**src/rtl/axi_dma_pkg.sv**
```systemverilog
`default_nettype none
// ============================================================================
// Package     : axi_dma_pkg
// Description : Shared types and constants for the AXI DMA burst reshaper:
//               AXI address-channel and data-mover descriptors, the default
//               transfer/request structs and the 4 KiB page constant.
// Revision    : 1.0 - initial release
// ============================================================================
package axi_dma_pkg;

   // AXI bursts may never cross a 4 KiB boundary
   localparam int unsigned PAGE_SIZE = 4096;
   localparam int unsigned PAGE_BITS = 12;

   // AXI4 INCR bursts carry at most 256 beats
   localparam int unsigned MAX_BEATS = 256;

   // Default bus geometry used by the default request types
   localparam int unsigned AXI_DATA_WIDTH = 64;
   localparam int unsigned AXI_ADDR_WIDTH = 32;
   localparam int unsigned AXI_ID_WIDTH   = 4;

   // Byte-lane fields are sized generously so one descriptor fits any width
   localparam int unsigned DESC_OFFSET_WIDTH = 8;

   localparam logic [1:0] BURST_INCR = 2'b01;

   typedef enum logic {
      SIDE_IDLE = 1'b0,
      SIDE_BUSY = 1'b1
   } side_state_e;

   typedef struct packed {
      logic [AXI_ID_WIDTH-1:0]   id;
      logic [AXI_ADDR_WIDTH-1:0] addr;
      logic [7:0]                len;
      logic [2:0]                size;
      logic [1:0]                burst;
      logic [3:0]                cache;
      logic                      last;
   } desc_ax_t;

   typedef struct packed {
      logic [DESC_OFFSET_WIDTH-1:0] offset;
      logic [DESC_OFFSET_WIDTH-1:0] tailer;
      logic [DESC_OFFSET_WIDTH-1:0] shift;
   } desc_r_t;

   typedef struct packed {
      logic [DESC_OFFSET_WIDTH-1:0] offset;
      logic [DESC_OFFSET_WIDTH-1:0] tailer;
      logic [7:0]                   num_beats;
      logic                         is_single;
   } desc_w_t;

   typedef struct packed {
      desc_ax_t ar;
      desc_r_t  r;
   } dma_read_req_t;

   typedef struct packed {
      desc_ax_t aw;
      desc_w_t  w;
   } dma_write_req_t;

   typedef struct packed {
      logic [AXI_ID_WIDTH-1:0]   id;
      logic [AXI_ADDR_WIDTH-1:0] src;
      logic [AXI_ADDR_WIDTH-1:0] dst;
      logic [AXI_ADDR_WIDTH-1:0] num_bytes;
      logic [3:0]                cache_src;
      logic [3:0]                cache_dst;
   } dma_burst_req_t;

endpackage
`default_nettype wire

```
**src/rtl/axi_dma_burst_side.sv**
```systemverilog
`default_nettype none
// ============================================================================
// Module      : axi_dma_burst_side
// Description : One side (read or write) of the burst reshaper. Tracks the
//               current address and remaining byte count of a transfer and
//               derives the geometry of the next legal AXI burst from them.
// Config      : AXI_DMA_DEBURST_EN - cap every burst to a single beat.
// Revision    : 1.0 - initial release
// ============================================================================
module axi_dma_burst_side
   import axi_dma_pkg::*;
#(
   parameter int unsigned DataWidth = AXI_DATA_WIDTH,
   parameter int unsigned AddrWidth = AXI_ADDR_WIDTH
) (
   input  logic                         clk,
   input  logic                         rst_n,
   input  logic                         start,
   input  logic [AddrWidth-1:0]         start_addr,
   input  logic [AddrWidth-1:0]         start_bytes,
   input  logic                         handshake,
   output logic                         busy,
   output logic [AddrWidth-1:0]         addr,
   output logic [7:0]                   len,
   output logic [DESC_OFFSET_WIDTH-1:0] offset,
   output logic [DESC_OFFSET_WIDTH-1:0] tailer,
   output logic                         final_burst
);

   localparam int unsigned StrbWidth   = DataWidth / 8;
   localparam int unsigned OffsetWidth = $clog2(StrbWidth);

   side_state_e          state_q, state_d;
   logic [AddrWidth-1:0] addr_q, addr_d;
   logic [AddrWidth-1:0] remaining_q, remaining_d;

   logic [OffsetWidth-1:0] offset_bits;
   logic [AddrWidth-1:0]   page_left;
   logic [AddrWidth-1:0]   beat_left;
   logic [AddrWidth-1:0]   bytes;
   logic [AddrWidth-1:0]   end_bytes;
   logic [AddrWidth-1:0]   beats;

   // Geometry of the burst starting at the current address
   always_comb begin
      offset_bits = addr_q[OffsetWidth-1:0];
      page_left   = AddrWidth'(PAGE_SIZE) - AddrWidth'(addr_q[PAGE_BITS-1:0]);
`ifdef AXI_DMA_DEBURST_EN
      beat_left   = AddrWidth'(StrbWidth) - AddrWidth'(offset_bits);
`else
      beat_left   = AddrWidth'(MAX_BEATS * StrbWidth) - AddrWidth'(offset_bits);
`endif
      bytes = remaining_q;
      if (page_left < bytes) begin
         bytes = page_left;
      end
      if (beat_left < bytes) begin
         bytes = beat_left;
      end
      end_bytes   = AddrWidth'(offset_bits) + bytes;
      beats       = (end_bytes + AddrWidth'(StrbWidth - 1)) >> OffsetWidth;
      len         = 8'(beats - AddrWidth'(1));
      offset      = DESC_OFFSET_WIDTH'(offset_bits);
      tailer      = DESC_OFFSET_WIDTH'(end_bytes[OffsetWidth-1:0]);
      final_burst = (remaining_q == bytes);
   end

   assign busy = (state_q == SIDE_BUSY);
   assign addr = addr_q;

   // Next state: load on start, step one burst per handshake
   always_comb begin
      state_d     = state_q;
      addr_d      = addr_q;
      remaining_d = remaining_q;
      case (state_q)
         SIDE_IDLE: begin
            if (start && (start_bytes != '0)) begin
               state_d     = SIDE_BUSY;
               addr_d      = start_addr;
               remaining_d = start_bytes;
            end
         end
         SIDE_BUSY: begin
            if (handshake) begin
               addr_d      = addr_q + bytes;
               remaining_d = remaining_q - bytes;
               if (final_burst) begin
                  state_d = SIDE_IDLE;
               end
            end
         end
         default: state_d = SIDE_IDLE;
      endcase
   end

   // State and counter registers
   always_ff @(posedge clk or negedge rst_n) begin
      if (!rst_n) begin
         state_q     <= SIDE_IDLE;
         addr_q      <= '0;
         remaining_q <= '0;
      end else begin
         state_q     <= state_d;
         addr_q      <= addr_d;
         remaining_q <= remaining_d;
      end
   end

endmodule
`default_nettype wire

```
**src/rtl/axi_dma_burst_reshaper.sv**
```systemverilog
`default_nettype none
// ============================================================================
// Module      : axi_dma_burst_reshaper
// Description : Splits a 1D DMA transfer into legal AXI INCR bursts, with
//               independent read and write sides running in parallel.
// Config      : AXI_DMA_DEBURST_EN - cap every burst to a single beat.
// Revision    : 1.0 - initial release
// ============================================================================
module axi_dma_burst_reshaper
   import axi_dma_pkg::*;
#(
   parameter int unsigned DataWidth = AXI_DATA_WIDTH,
   parameter int unsigned AddrWidth = AXI_ADDR_WIDTH,
   parameter int unsigned IdWidth   = AXI_ID_WIDTH,
   parameter type burst_req_t = axi_dma_pkg::dma_burst_req_t,
   parameter type read_req_t  = axi_dma_pkg::dma_read_req_t,
   parameter type write_req_t = axi_dma_pkg::dma_write_req_t
) (
   input  logic       clk_i,
   input  logic       rst_ni,
   input  burst_req_t burst_req_i,
   input  logic       valid_i,
   output logic       ready_o,
   output read_req_t  read_req_o,
   output logic       r_valid_o,
   input  logic       r_ready_i,
   output write_req_t write_req_o,
   output logic       w_valid_o,
   input  logic       w_ready_i
);

   localparam int unsigned StrbWidth   = DataWidth / 8;
   localparam int unsigned OffsetWidth = $clog2(StrbWidth);

   logic                         accept;
   logic [AddrWidth-1:0]         addr_diff;

   logic                         r_busy, w_busy;
   logic [AddrWidth-1:0]         r_addr, w_addr;
   logic [7:0]                   r_len, w_len;
   logic [DESC_OFFSET_WIDTH-1:0] r_offset, r_tailer, w_offset, w_tailer;
   logic                         r_final_unused, w_final;

   logic [IdWidth-1:0]           id_q;
   logic [3:0]                   cache_src_q, cache_dst_q;
   logic [DESC_OFFSET_WIDTH-1:0] shift_q;

   // A new transfer is taken only once both sides have drained
   assign ready_o   = !r_busy && !w_busy;
   assign accept    = valid_i && ready_o;
   assign addr_diff = burst_req_i.src - burst_req_i.dst;
   assign r_valid_o = r_busy;
   assign w_valid_o = w_busy;

   // Latch per-transfer attributes that stay constant over all bursts
   always_ff @(posedge clk_i or negedge rst_ni) begin
      if (!rst_ni) begin
         id_q        <= '0;
         cache_src_q <= '0;
         cache_dst_q <= '0;
         shift_q     <= '0;
      end else if (accept) begin
         id_q        <= burst_req_i.id;
         cache_src_q <= burst_req_i.cache_src;
         cache_dst_q <= burst_req_i.cache_dst;
         shift_q     <= DESC_OFFSET_WIDTH'(addr_diff[OffsetWidth-1:0]);
      end
   end

   axi_dma_burst_side #(
      .DataWidth (DataWidth),
      .AddrWidth (AddrWidth)
   ) u_read_side (
      .clk         (clk_i),
      .rst_n       (rst_ni),
      .start       (accept),
      .start_addr  (burst_req_i.src),
      .start_bytes (burst_req_i.num_bytes),
      .handshake   (r_ready_i),
      .busy        (r_busy),
      .addr        (r_addr),
      .len         (r_len),
      .offset      (r_offset),
      .tailer      (r_tailer),
      .final_burst (r_final_unused)
   );

   axi_dma_burst_side #(
      .DataWidth (DataWidth),
      .AddrWidth (AddrWidth)
   ) u_write_side (
      .clk         (clk_i),
      .rst_n       (rst_ni),
      .start       (accept),
      .start_addr  (burst_req_i.dst),
      .start_bytes (burst_req_i.num_bytes),
      .handshake   (w_ready_i),
      .busy        (w_busy),
      .addr        (w_addr),
      .len         (w_len),
      .offset      (w_offset),
      .tailer      (w_tailer),
      .final_burst (w_final)
   );

   // Read request: driven only while the read side holds a burst
   always_comb begin
      read_req_o = '0;
      if (r_busy) begin
         read_req_o.ar.id    = id_q;
         read_req_o.ar.addr  = r_addr;
         read_req_o.ar.len   = r_len;
         read_req_o.ar.size  = 3'(OffsetWidth);
         read_req_o.ar.burst = BURST_INCR;
         read_req_o.ar.cache = cache_src_q;
         read_req_o.ar.last  = 1'b0;
         read_req_o.r.offset = r_offset;
         read_req_o.r.tailer = r_tailer;
         read_req_o.r.shift  = shift_q;
      end
   end

   // Write request: last flags the final write burst of the transfer
   always_comb begin
      write_req_o = '0;
      if (w_busy) begin
         write_req_o.aw.id       = id_q;
         write_req_o.aw.addr     = w_addr;
         write_req_o.aw.len      = w_len;
         write_req_o.aw.size     = 3'(OffsetWidth);
         write_req_o.aw.burst    = BURST_INCR;
         write_req_o.aw.cache    = cache_dst_q;
         write_req_o.aw.last     = w_final;
         write_req_o.w.offset    = w_offset;
         write_req_o.w.tailer    = w_tailer;
         write_req_o.w.num_beats = w_len;
         write_req_o.w.is_single = (w_len == 8'd0);
      end
   end

endmodule
`default_nettype wire

```
**config.mk**
```make
export PLATFORM = sky130hd
export DESIGN_NAME = axi_dma_burst_reshaper
export DESIGN_NICKNAME = d
export VERILOG_FILES = /design/src/rtl/axi_dma_pkg.sv /design/src/rtl/axi_dma_burst_side.sv /design/src/rtl/axi_dma_burst_reshaper.sv
export SDC_FILE = /design/constraint.sdc
export NUM_CORES = 1
export LEC_CHECK = 0
export ABC_AREA = 0
export BUFFER_PORTS_ARGS = -buffer_cell sky130_fd_sc_hd__clkbuf_2
export CORE_AREA = 4 4 192 194
export DETAILED_ROUTE_END_ITERATION = 7
export DIE_AREA = 0 0 196 198
export PLACE_DENSITY_LB_ADDON = 0.15
export SYNTH_ARGS = -nofsm -noshare
export SYNTH_HDL_FRONTEND = slang
export SYNTH_HIERARCHICAL = 1
export SYNTH_SLANG_ARGS = --single-unit
```
**constraint.sdc**
```tcl
create_clock -name clk_i -period 15.3 [get_ports clk_i]
set_clock_uncertainty 0.15 [all_clocks]
set_input_delay 0 -clock clk_i [delete_from_list [all_inputs] [get_ports clk_i]]
set_output_delay 0 -clock clk_i [all_outputs]
set_load 0.01 [all_outputs]
```
==> impl_metrics.yaml <==
outcome:
  outcome: "finished clean"
synthesis:
  synth_area_mm2: 0.01742
  synthCells: 2176
  synth_top_area_share_pct: 20.83
  synthDistinctLibCells: 91
  synth_top_cell_by_area: "dfrtp_1"
  synth_edf_count: 0
  synthTopCellsByArea: "dfrtp_1 (21%), ha_1 (13%), a21oi_1 (5.5%), and2_1 (5.1%), xnor2_1 (4.5%)"
  syn_avg_cell_area_um2: 8.005
  synthFlopType: "dfrtp_1"
  seq_area_frac_synth_pct: 20.83
  synth_seq_cells: 145
  yosys_warnings: 6
  async_flop_share_pct: 100.0
hold_path:
  hold_start: "valid_i"
  hold_end: "shift_q[0]$_DFFE_PN0P_"
  hold_class: "input pin to flop"
  hold_depth: 4
die:
  initial_utilization_pct: 49.45
  die_area_mm2: 0.03881
  boundaryPins: 273
  fp-row-count: 69
  core_area_mm2: 0.03522
  die_x_um: 196
  die_height_um: 198
sta:
  hold_violations: 0
  final.setup.worst_slack_ns: 5.347
  max_slew_margin_pct: 23.66
  rsz0062_at_grt: "no"
  slew_violations: 0
  post-route-period-util_pct: 65.05
  period_minus_slack_ns: 9.953
  tightest_slew_ns: 1.116
  whs_ns: 0.04306
  final.setup.tns_ns: 0
  setup_viol: 0
  clock.fmax_mhz: 100.5
global_route:
  grt_pass1_vias: 16960
  track_usage_pct: 26.86
  grt_max_degree: 84
  antenna_found_initial: 1
  overflow: 0
  grt_pass1_wl_um: 86380
clocking:
  cts_tree: "built"
  h-tree-depth: 4
  clkSinkCount: 145
  clk_pin_slew_ns: 0.07
  numCtsBuffers: 17
  clk_latency_ns: 0.45
  cts_resized: 0
  root_buffer: "clkbuf_16"
  post-cts-setup-buffers: 0
  clock_path_buffers: 2
critical_path:
  r2r_cells: 33
  cp-start-kind: "flop"
  arrival_ns: 9.80
  critical_path_buf_inv_count: 4
  critPathSlowestCell: "nor3_1"
  crit_family: "simple AND/OR/NAND/NOR gates"
  critical_path.max_fanout: 27
  rr_endpoint: "u_read_side/addr[31]$_DFFE_PN0P_"
  cp.required_ns: 15.15
  critPathKind: "flop to output port"
  cpPeakStageDelay_ns: 0.78
  r2r-start: "u_read_side/addr[1]$_DFFE_PN0P_"
  end_kind: "output port"
  rrSetupSlack_ns: 5.49
placed_design:
  hpwl_um: 39560
  pre_cts_slack_ns: 5.898
  place_congestion: 0.9186
  io_buffers: 242
final_layout:
  diodes: 0
  layout_commonest_cell: "clkbuf_2"
  drive_gt1_share_pct: 14.29
  fin_nets: 2837
  layout_common_cells: "clkbuf_2 (241), a21oi_1 (192), ha_1 (177)"
  syn_to_final_growth_pct: 19.60
  nFillCells: 3249
routing:
  drc: 0
  vias_per_cell: 5.713
  ant_nets: 0
  wire_per_inst_um: 17.66
  dr.first_iter.drc_count: 1148
  drtPass1Iterations: 5
  wl_um: 53250
  num_vias: 17230
flow_run:
  maxCapViolCount: 0
-- worst min-delay path, stage by stage --
cell and delay [ns]:
clkbuf_2 0.08, nor3b_4 0.13, buf_4 0.22, mux2i_1 0.15
-- registers in the layout, summed over array words and instances (netlist names), 3 cells and up --
name,cells
cache_dst_q,4
u_read_side/remaining_q,32
u_write_side/addr,32
shift_q,3
id_q,4
u_write_side/remaining_q,32
u_read_side/addr,32
cache_src_q,4
-- how the worst max path moves through the flow --
| stage | start | end | slack (ns) | depth (start not counted) |
|---|---|---|---|---|
| global route | u_read_side/addr[1]$_DFFE_PN0P_ | read_req_o[38] | 4.48 | 34 |
| detailed placement | u_read_side/addr[1]$_DFFE_PN0P_ | u_read_side/addr[28]$_DFFE_PN0P_ | 5.90 | 33 |
| CTS | u_read_side/addr[1]$_DFFE_PN0P_ | read_req_o[38] | 5.39 | 34 |
| floorplan | u_read_side/addr[1]$_DFFE_PN0P_ | read_req_o[38] | 6.67 | 38 |
| global placement | u_read_side/addr[1]$_DFFE_PN0P_ | u_read_side/addr[28]$_DFFE_PN0P_ | 6.23 | 33 |
| finish | u_read_side/addr[1]$_DFFE_PN0P_ | read_req_o[38] | 5.35 | 34 |
-- per-layer routing --
| layer | wire, um | track usage [%] | vias up |
|---|---|---|---|
| met2 | 24680 | 45.17 | 501 |
| li1 | - | - | 8506 |
| met5 | 84 | 1.481 | - |
| met4 | 1205 | 8.068 | 4 |
| met1 | 24720 | 36.19 | 8136 |
| met3 | 2561 | 3.437 | 83 |
-- cell families (layout without fill, tap and decap cells) --
logic type,after synthesis,after routing,share of synthesized area (%)
xor gates and xnor gates,146,146,7.428
muxes,98,98,6.048
DFF,145,145,20.83
and+or+nand+nor,698,698,21.34
AOI/OAI and AO/OA,661,661,24.48
buffers and inverters,241,519,6.472
other,5,106,0.1078
adders and majority gates,182,182,13.29
-- Yosys cell counts, types with 6 or more instances --
cell and number:
and3_1 13, o211a_1 7, a31oi_1 14, nand2b_1 29, o211ai_1 16, clkbuf_1 70, ha_1 177, a211oi_1 12
nor3_1 40, nor4_1 39, nand2_1 162, or3_1 20, xnor2_1 90, nor3b_1 10, nand4_1 22, o31ai_1 9
a2111oi_0 10, mux2_4 8, a21boi_0 9, buf_1 6, nor2b_1 17, o21a_1 18, a21oi_1 192, or2_2 8
and4_1 8, a31o_2 8, buf_4 50, nand3_1 41, dfrtp_1 145, or3b_2 7, and2_1 141, o21bai_1 16
xor2_1 55, a22oi_1 40, o21ai_0 146, inv_1 107, o221ai_1 11, a211o_1 9, mux2_2 14, mux2i_1 72
nor2_1 116, a21o_1 90
-- stage by stage --
step / instance area [um^2] / std cells / util [%]
final: 20830 / 3016 / 59.14
after global routing: 20830 / 3016 / 59.14
after CTS: 20830 / 3016 / 59.14
after detailed placement: 19030 / 2865 / 54.04
after global placement: 19030 / 2865 / 54.04
after floorplan: 17800 / 2277 / -
-- final cells by class --
class / count / area, um^2 / share of cell area, %
Multi-Input combinational cell: 1891 / 13070 / 62.72
Sequential cell: 145 / 3636 / 17.45
Tap cell: 461 / 576.8 / 2.769
Clock buffer: 19 / 452.9 / 2.174
Timing Repair Buffer: 378 / 2554 / 12.26
Clock inverter: 13 / 136.4 / 0.6547
Inverter: 109 / 409.1 / 1.964
-- repair_timing --
action                                  4_1_cts  5_1_grt
endpoints found under the setup margin        0        0
hold buffers                                119        0
endpoints found under the hold margin       216        0
Power is not shown: default switching activity piles up to over one toggle a cycle in this logic, so the estimate is an artifact.
